[src/rtl/fpu_share_sched_pkg.sv]
// Shared types for the FPU sharing scheduler: FPU operand/opcode types and
// the packed request record carried from the winning requester to the FPU.
package fpu_share_sched_pkg;

    typedef logic [15:0] floatType;

    typedef enum logic [0:0] {
        FPU_ADD  = 1'b0,
        FPU_MULT = 1'b1
    } FPU_opcode;

    typedef struct packed {
        FPU_opcode op;
        floatType  a;
        floatType  b;
    } fpu_req_t;

endpackage

[src/rtl/fpu_share_sched_rr_arbiter.sv]
// Round-robin arbiter: one-hot grant to the first eligible index found
// searching upward from rr_ptr, wrapping at N.
module fpu_share_sched_rr_arbiter #(
    parameter int N = 4,
    parameter int W = $clog2(N)
) (
    input  logic [N-1:0] eligible,
    input  logic [W-1:0] rr_ptr,
    output logic [N-1:0] grant
);

    always_comb begin
        int  idx;
        logic found;
        // NOTE: every comb output gets a default before the search so no path leaves it unassigned (no latch).
        grant = '0;
        found = 1'b0;
        idx   = 0;
        for (int off = 0; off < N; off++) begin
            idx = int'(rr_ptr) + off;
            if (idx >= N) idx = idx - N;
            if (!found && eligible[idx]) begin
                grant[idx] = 1'b1;
                found      = 1'b1;
            end
        end
    end

endmodule

[src/rtl/fpu_share_sched.sv]
// Shares one fixed-latency FPU among N_REQ requesters: round-robin issue,
// tag pipeline matched to the FPU latency, per-requester result registers.
module fpu_share_sched
    import fpu_share_sched_pkg::*;
#(
    parameter int N_REQ       = 4,
    parameter int FPU_LATENCY = 3,
    parameter int TAG_W       = $clog2(N_REQ)
) (
    input  logic             clk,
    input  logic             rst_n,
    input  logic [N_REQ-1:0] req_valid,
    output logic [N_REQ-1:0] req_ready,
    input  FPU_opcode        req_op [N_REQ],
    input  floatType         req_a [N_REQ],
    input  floatType         req_b [N_REQ],
    output logic             fpu_in_valid,
    output FPU_opcode        fpu_op,
    output floatType         fpu_a,
    output floatType         fpu_b,
    input  logic             fpu_out_valid,
    input  floatType         fpu_result,
    output logic [N_REQ-1:0] res_valid,
    input  logic [N_REQ-1:0] res_ready,
    output floatType         res_data [N_REQ],
    output logic             busy,
    output logic             err
);

    typedef struct packed {
        logic             valid;
        logic [TAG_W-1:0] tag;
    } fpu_tag_t;

    localparam int BLANK_W = $clog2(FPU_LATENCY + 1);

    logic [N_REQ-1:0]   pending;
    logic [N_REQ-1:0]   eligible;
    logic [N_REQ-1:0]   grant;
    logic [N_REQ-1:0]   drain;
    logic [N_REQ-1:0]   capture;
    logic [TAG_W-1:0]   rr_ptr;
    logic [TAG_W-1:0]   winner;
    logic               transfer;
    fpu_req_t           issue_q;
    fpu_tag_t           ret_tag;
    logic [BLANK_W-1:0] blank_cnt;

    // Stage k holds the tag of the op issued k cycles ago; stage FPU_LATENCY lines up with the FPU result.
    fpu_tag_t tag_pipe [FPU_LATENCY+1];

    assign eligible = req_valid & ~pending;

    fpu_share_sched_rr_arbiter #(.N(N_REQ), .W(TAG_W)) u_arb (
        .eligible (eligible),
        .rr_ptr   (rr_ptr),
        .grant    (grant)
    );

    assign req_ready = grant;
    assign transfer  = |grant;
    assign busy      = |pending;
    assign drain     = res_valid & res_ready;
    assign ret_tag   = tag_pipe[FPU_LATENCY];
    assign fpu_op    = issue_q.op;
    assign fpu_a     = issue_q.a;
    assign fpu_b     = issue_q.b;

    always_comb begin
        winner = '0;
        for (int i = 0; i < N_REQ; i++)
            if (grant[i]) winner = TAG_W'(i);
    end

    always_comb begin
        capture = '0;
        if (fpu_out_valid && ret_tag.valid) capture[ret_tag.tag] = 1'b1;
    end

    // NOTE: state uses non-blocking assignments so every register samples pre-edge values.
    always_ff @(posedge clk or negedge rst_n) begin
        if (!rst_n) begin
            rr_ptr       <= '0;
            pending      <= '0;
            fpu_in_valid <= 1'b0;
            issue_q      <= '0;
        end else begin
            fpu_in_valid <= transfer;
            pending      <= (pending | grant) & ~drain;
            if (transfer) begin
                issue_q <= '{op: req_op[winner], a: req_a[winner], b: req_b[winner]};
                rr_ptr  <= (winner == TAG_W'(N_REQ - 1)) ? '0 : winner + 1'b1;
            end
        end
    end

    // NOTE: the tag pipeline and result array are reset too, so nothing in flight survives reset.
    always_ff @(posedge clk or negedge rst_n) begin
        if (!rst_n) begin
            for (int k = 0; k <= FPU_LATENCY; k++) tag_pipe[k] <= '0;
        end else begin
            tag_pipe[0] <= '{valid: transfer, tag: winner};
            for (int k = 1; k <= FPU_LATENCY; k++) tag_pipe[k] <= tag_pipe[k-1];
        end
    end

    always_ff @(posedge clk or negedge rst_n) begin
        if (!rst_n) begin
            res_valid <= '0;
            for (int i = 0; i < N_REQ; i++) res_data[i] <= '0;
        end else begin
            for (int i = 0; i < N_REQ; i++) begin
                if (capture[i]) begin
                    res_data[i]  <= fpu_result;
                    res_valid[i] <= 1'b1;
                end else if (drain[i]) begin
                    res_valid[i] <= 1'b0;
                end
            end
        end
    end

    // Results of ops issued before reset may still leave the FPU; ignore them for one latency window.
    always_ff @(posedge clk or negedge rst_n) begin
        if (!rst_n) begin
            blank_cnt <= BLANK_W'(FPU_LATENCY);
            err       <= 1'b0;
        end else if (blank_cnt != '0) begin
            blank_cnt <= blank_cnt - 1'b1;
        end else if (fpu_out_valid != ret_tag.valid) begin
            err <= 1'b1;
        end
    end

endmodule

[config.mk]
export PLATFORM = sky130hd
export DESIGN_NAME = fpu_share_sched
export DESIGN_NICKNAME = d
export VERILOG_FILES = /design/src/rtl/fpu_share_sched_pkg.sv /design/src/rtl/fpu_share_sched_rr_arbiter.sv /design/src/rtl/fpu_share_sched.sv
export SDC_FILE = /design/constraint.sdc
export NUM_CORES = 1
export LEC_CHECK = 0
export BUFFER_PORTS_ARGS = -buffer_cell sky130_fd_sc_hd__buf_4
export CAP_MARGIN = 20
export CORE_UTILIZATION = 35
export DETAILED_ROUTE_END_ITERATION = 6
export GPL_ROUTABILITY_DRIVEN = 0
export PLACE_DENSITY = 0.65
export SKIP_CTS_REPAIR_TIMING = 1
export SYNTH_ARGS = -nofsm -noshare
export SYNTH_HDL_FRONTEND = slang
export SYNTH_SLANG_ARGS = --single-unit
[constraint.sdc]
create_clock -name clk -period 3.35 [get_ports clk]
set_clock_uncertainty 0.1 [all_clocks]
set_input_delay 0.5025 -clock clk [delete_from_list [all_inputs] [get_ports clk]]
set_output_delay 0.5025 -clock clk [all_outputs]
set_load 0.05 [all_outputs]
# ---- Word-level counts from Yosys, hierarchy flattened
# Cells that the tools add are included.
dict set report word_totals {
  ff_bits 122
  latchBits 0
  ram_bits 0
  rom_bits 0
  in_bits 159
  word_cells 135
  mem_count 0
}
dict set report classes {
  addsub 9
  multipliers 0
  div_mod_pow 0
  magnitude_cmp 15
  eq_ne 2
  shifts 0
  n_mux 55
  n_bitwise 11
  n_reduce_logical 20
}
# operator count
set op_table {}
lappend op_table {{greater-or-equal comparator 32 x 1 -> 1 bit (second input constant)} 4}
lappend op_table {{less-than comparator 32 x 4 -> 1 bit (second input constant)} 4}
lappend op_table {{two-way mux 32 bit} 4}
lappend op_table {{greater-or-equal comparator 32 x 4 -> 1 bit (second input constant)} 3}
lappend op_table {{subtractor 32 x 4 -> 32 bit (second input constant)} 3}
lappend op_table {{binary-select mux 16 bit (select 2 bit)} 2}
lappend op_table {{two-way mux 16 bit} 4}
lappend op_table {{two-way mux 1 bit} 27}
lappend op_table {{two-way mux 4 bit} 5}
lappend op_table {{bitwise OR 4 bit} 4}
lappend op_table {{AND 4 bit} 3}
lappend op_table {{binary-select mux 1 bit (select 2 bit)} 5}
lappend op_table {{demux 1 bit (select 2 bit)} 5}
lappend op_table {{nonzero test 2 bit} 5}
lappend op_table {{logical AND 1 bit} 9}
lappend op_table {{inverter 4 bit} 2}
lappend op_table {{OR reduction 4 bit} 2}
lappend op_table {{adder 2 x 2 -> 3 bit (second input constant)} 2}
lappend op_table {{two-way mux 2 bit} 3}
lappend op_table {{subtractor 2 x 3 -> 4 bit (second input constant)} 1}
lappend op_table {{adder 2 x 1 -> 3 bit (second input constant)} 1}
lappend op_table {{greater-or-equal comparator 2 x 3 -> 1 bit (second input constant)} 1}
lappend op_table {{greater-or-equal comparator 3 bit (second input constant)} 1}
lappend op_table {{zero test 1 bit} 3}
lappend op_table {{9 further kinds} 9}

# ---- Longest topological paths before layout
dict set report depth {
  ltp_word 22
  mapped_depth 11
}

# ---- Hierarchy
# A second synthesis with hierarchy kept.
dict set report hier_totals {
  hier_cells 455
  hier_area_um2 5582.9
}
# module n_inst cells_per_inst area_per_inst_um2 seq_area_each_um2
set by_module_without_submodules {}
lappend by_module_without_submodules {fpu_share_sched 1 417 5225.0 3055.4}
lappend by_module_without_submodules {fpu_share_sched_rr_arbiter 1 38 357.8 0.0}

# ---- Worst setup path before layout
# OpenSTA, ideal clock, no wires.
dict set report synth_path {
  path_kind {reg-to-output}
  from {register rr_ptr[0]}
  to {output port req_ready[3]}
  arrival_ps 2753
  required_ps 2747
  path_slack_ps -6
  path_stages_with_launch 9
  n_path_buf 2
  path_cell_list {dfrtp_1 -> inv_1 -> ha_1 -> mux4_2 -> and3_1 -> buf_2 -> a221oi_4 -> clkbuf_1 -> inv_1}
}
dict set report synth_via {
  elab_chain_len 15
}
# item line
set synth_rtl {}
lappend synth_rtl {{start, declared} fpu_share_sched.sv:42} ;# logic [TAG_W-1:0] rr_ptr;
lappend synth_rtl {{start signal, assigned} fpu_share_sched.sv:92} ;# rr_ptr <= (winner == TAG_W'(N_REQ - 1)) ? '0 : winner + 1'b1;
lappend synth_rtl {{branches (longest 14 deep; another with subtractor 32 x 4 -> 32 bit)} -}
lappend synth_rtl {{two-way mux 4 bit *} fpu_share_sched_rr_arbiter.sv:22} ;# if (!found && eligible[idx]) begin
lappend synth_rtl {{end, declared} fpu_share_sched.sv:13} ;# output logic [N_REQ-1:0] req_ready,
# Mark *: on every way between the ends. The select of a mux whose other input is x is not followed.

# ---- Worst setup path after layout
dict set report layout_path {
  from {register rr_ptr[1]}
  to {output port req_ready[1]}
}
# Same word-level chain as after synthesis.

==> flow_summary_export.csv <==
group,metric,value,unit
clock_network,cts_max_path_buffers,2,
floorplan,die_area,15900,um^2
grt,grt_pass1_vias,5086,
sta,fmax,0.312,GHz
layout,layout_common_cells,"283 x buf_4, 120 x dfrtp_1, 64 x mux2_2",
flow_run,cap_violations,0,
logic_synthesis,synth.avg_cell_area,12.5,um^2
floorplan,core,15100,um^2
sta,slew_viol_final,0,
worst_setup_path,cp_common_cell,"inv_1",
clock_network,clk_pin_slew,0.05,ns
sta,finalHoldViolations,0,
floorplan,rows,45,
logic_synthesis,yosysWarnings,0,
floorplan,die_width,126,um
grt,grt-ovfl-total,0,
sta,finalCriticalPeriod,3.20,ns
floorplan,die_y,126,um
logic_synthesis,synth_edf_count,0,
clock_network,cts_root_buf,"clkbuf_16",
grt,use_met2,36.0,%
worst_setup_path,crit_fanout,5,
logic_synthesis,yosysUniqueCellTypes,40,
logic_synthesis,ys_ff_latch,122,
grt,busiest_layer,"met2",
worst_setup_path,path_cells,"inv_1, ha_4, mux4_2, and3_2, a221oi_4, inv_1, buf_4",
placement,dp_cells,880,
routing,viasPerCell,5.26,
layout,layoutNonFillerInstCount,913,
logic_synthesis,synth.largest_area_cell,"dfrtp_1",
logic_synthesis,async_flop_share,100,%
clock_network,cts_htree_levels,4,
floorplan,start_util,35.7,%
routing,route.detailed.drc,0,
sta,setup-tns-final,0,ns
logic_synthesis,ys.flop_type,"dfrtp_1",
floorplan,ios,267,
layout,final_common_cell,"buf_4",
grt,grt_pass1_wl,25.8,mm
layout,final_layout_size_suffix_gt1_share,55.2,%
placement,port_buffers,266,
hold_path,min_path_type,"in -> async",
clock_network,clkSinkCount,122,
worst_setup_path,critPathMaxStageDelay,0.50,ns
routing,routed_wl,16.1,mm
grt,antenna_found_initial,0,
outcome,status,"completed",
placement,dp_hpwl,11.9,mm
routing,first_pass_iters,4,
logic_synthesis,syn-num-nets,602,
logic_synthesis,synth_area_leaders,"dfrtp_1 56%, mux2_2 13%, o221ai_1 5.0%",
sta,slew_headroom,57.5,%
worst_setup_path,crit_path_start_kind,"flop",
worst_setup_path,endpoint_kind,"output port",
logic_synthesis,yosysSeqAreaShare,56.6,%
logic_synthesis,syn_inst,433,
worst_setup_path,critPathKind,"reg -> out",
routing,antenna_left,0,
logic_synthesis,synth_area,5400,um^2
worst_setup_path,critical_path_arrival,2.60,ns
sta,rsz0062_at_grt,"no",
sta,setup_viol,0,
routing,wire_per_inst,17.6,um
grt,met1_usage,24.1,%
sta,finalCritPeriodShare,95.7,%
clock_network,clock_latency,0.41,ns
worst_setup_path,crit_path_top_delay_cell,"mux4_2",
sta,tightest_slew,0.637,ns
layout,antenna_cells,0,
routing,drtIter0Drc,175,
layout,synthToLayoutAreaGrowth,55.7,%
clock_network,cts_tree,"yes",
routing,vias,4801,
grt,grt_usage,21.1,%
logic_synthesis,synth_top_area_share,55.6,%
worst_setup_path,required,2.75,ns
grt,use_met3,6.16,%
grt,grt_start_max_net_pins,77,
clock_network,numCtsBuffers,17,
layout,final_nets,881,
area by class of cell:
| cell class | instances | area (um^2) |
|---|---|---|
| multi-input combinational | 270 | 2220 |
| sequential | 122 | 3060 |
| clock buffer | 19 | 453 |
| tap | 188 | 235 |
| fill | 1298 | 6740 |
| clock inverter | 13 | 190 |
| timing repair buffer | 288 | 2210 |
| inverter | 13 | 48.8 |
state kept, by name, summed over array words and instances (netlist names):
signal     count
res_data      64
fpu_a         16
fpu_b         16
tag_pipe       9
pending        4
res_valid      4
ret_tag        3
blank_cnt      2
rr_ptr         2
err            1
fpu_op         1
stage by stage:
stage	setup WS [ns]	instance area (um^2)	hold WS, ns	util [%]
after floorplan	0.0700	5400	0.107	-
after global placement	0.292	7720	0.233	51.0
after detailed placement	0.177	7720	0.236	51.0
after CTS	-0.180	8360	0.0242	55.2
after global routing	0.0193	8410	0.0624	55.5
final	0.145	8410	0.0126	55.5
critical path, delay by kind of cell, from the launching register on:
family,cells,cell delay (ns)
multiplexers,1,0.50
buffers and inverters,3,0.42
flip-flops,1,0.34
AO/OA/AOI/OAI,1,0.33
adder cells (fa/ha/maj),1,0.30
AND/OR/NAND/NOR,1,0.30
logic make-up after synthesis:
logic type                 after synthesis  share of synthesized area, %
adders and majority gates               10                          2.32
DFF                                    122                          56.6
and+or+nand+nor                         67                          6.12
buffers and inverters                   41                          3.17
xor gates and xnor gates                 1                         0.162
AOI/OAI and AO/OA                      124                          17.1
muxes                                   68                          14.6
synthesized netlist by cell type, types with 2 or more instances:
library cell	count
dfrtp_1	120
mux2_2	64
nand2_1	34
a31oi_1	31
o221ai_1	31
o22ai_1	31
buf_2	14
clkbuf_1	14
inv_1	12
ha_1	10
nand3_1	9
o21ai_0	9
nor2_1	6
a21oi_1	5
nand2b_1	4
nor2b_1	4
a22o_1	3
a21o_1	2
a221oi_4	2
a2bb2oi_1	2
dfstp_2	2
mux2i_1	2
mux4_2	2
nand3b_1	2
o22a_1	2
or3_1	2
per-layer routing:
layer,vias to the layer above,routed length (um)
met5,-,0
li1,2225,-
met1,2315,6410
met3,36,1180
met4,0,511
met2,225,7980
worst paths after layout:
| kind | startpoint | to | slack (ns) | cells after the start |
|---|---|---|---|---|
| max in group asynchronous | rst_n | res_data[52] | 2.31 | 2 |
| hold reg to reg | tag_pipe[4] | ret_tag[1] | 0.24 | 0 |
| hold / removal | rst_n | res_data[43] | 0.01 | 1 |
| min in group clk | res_ready[3] | pending[3] | 0.16 | 2 |
| setup / recovery | rr_ptr[1] | req_ready[1] | 0.15 | 7 |
| setup reg to reg | rr_ptr[1] | fpu_a[14] | 0.30 | 10 |
Power is left out: the tool's default activity adds up to more than one toggle a clock period on the data nets, which glitch-free logic cannot reach.
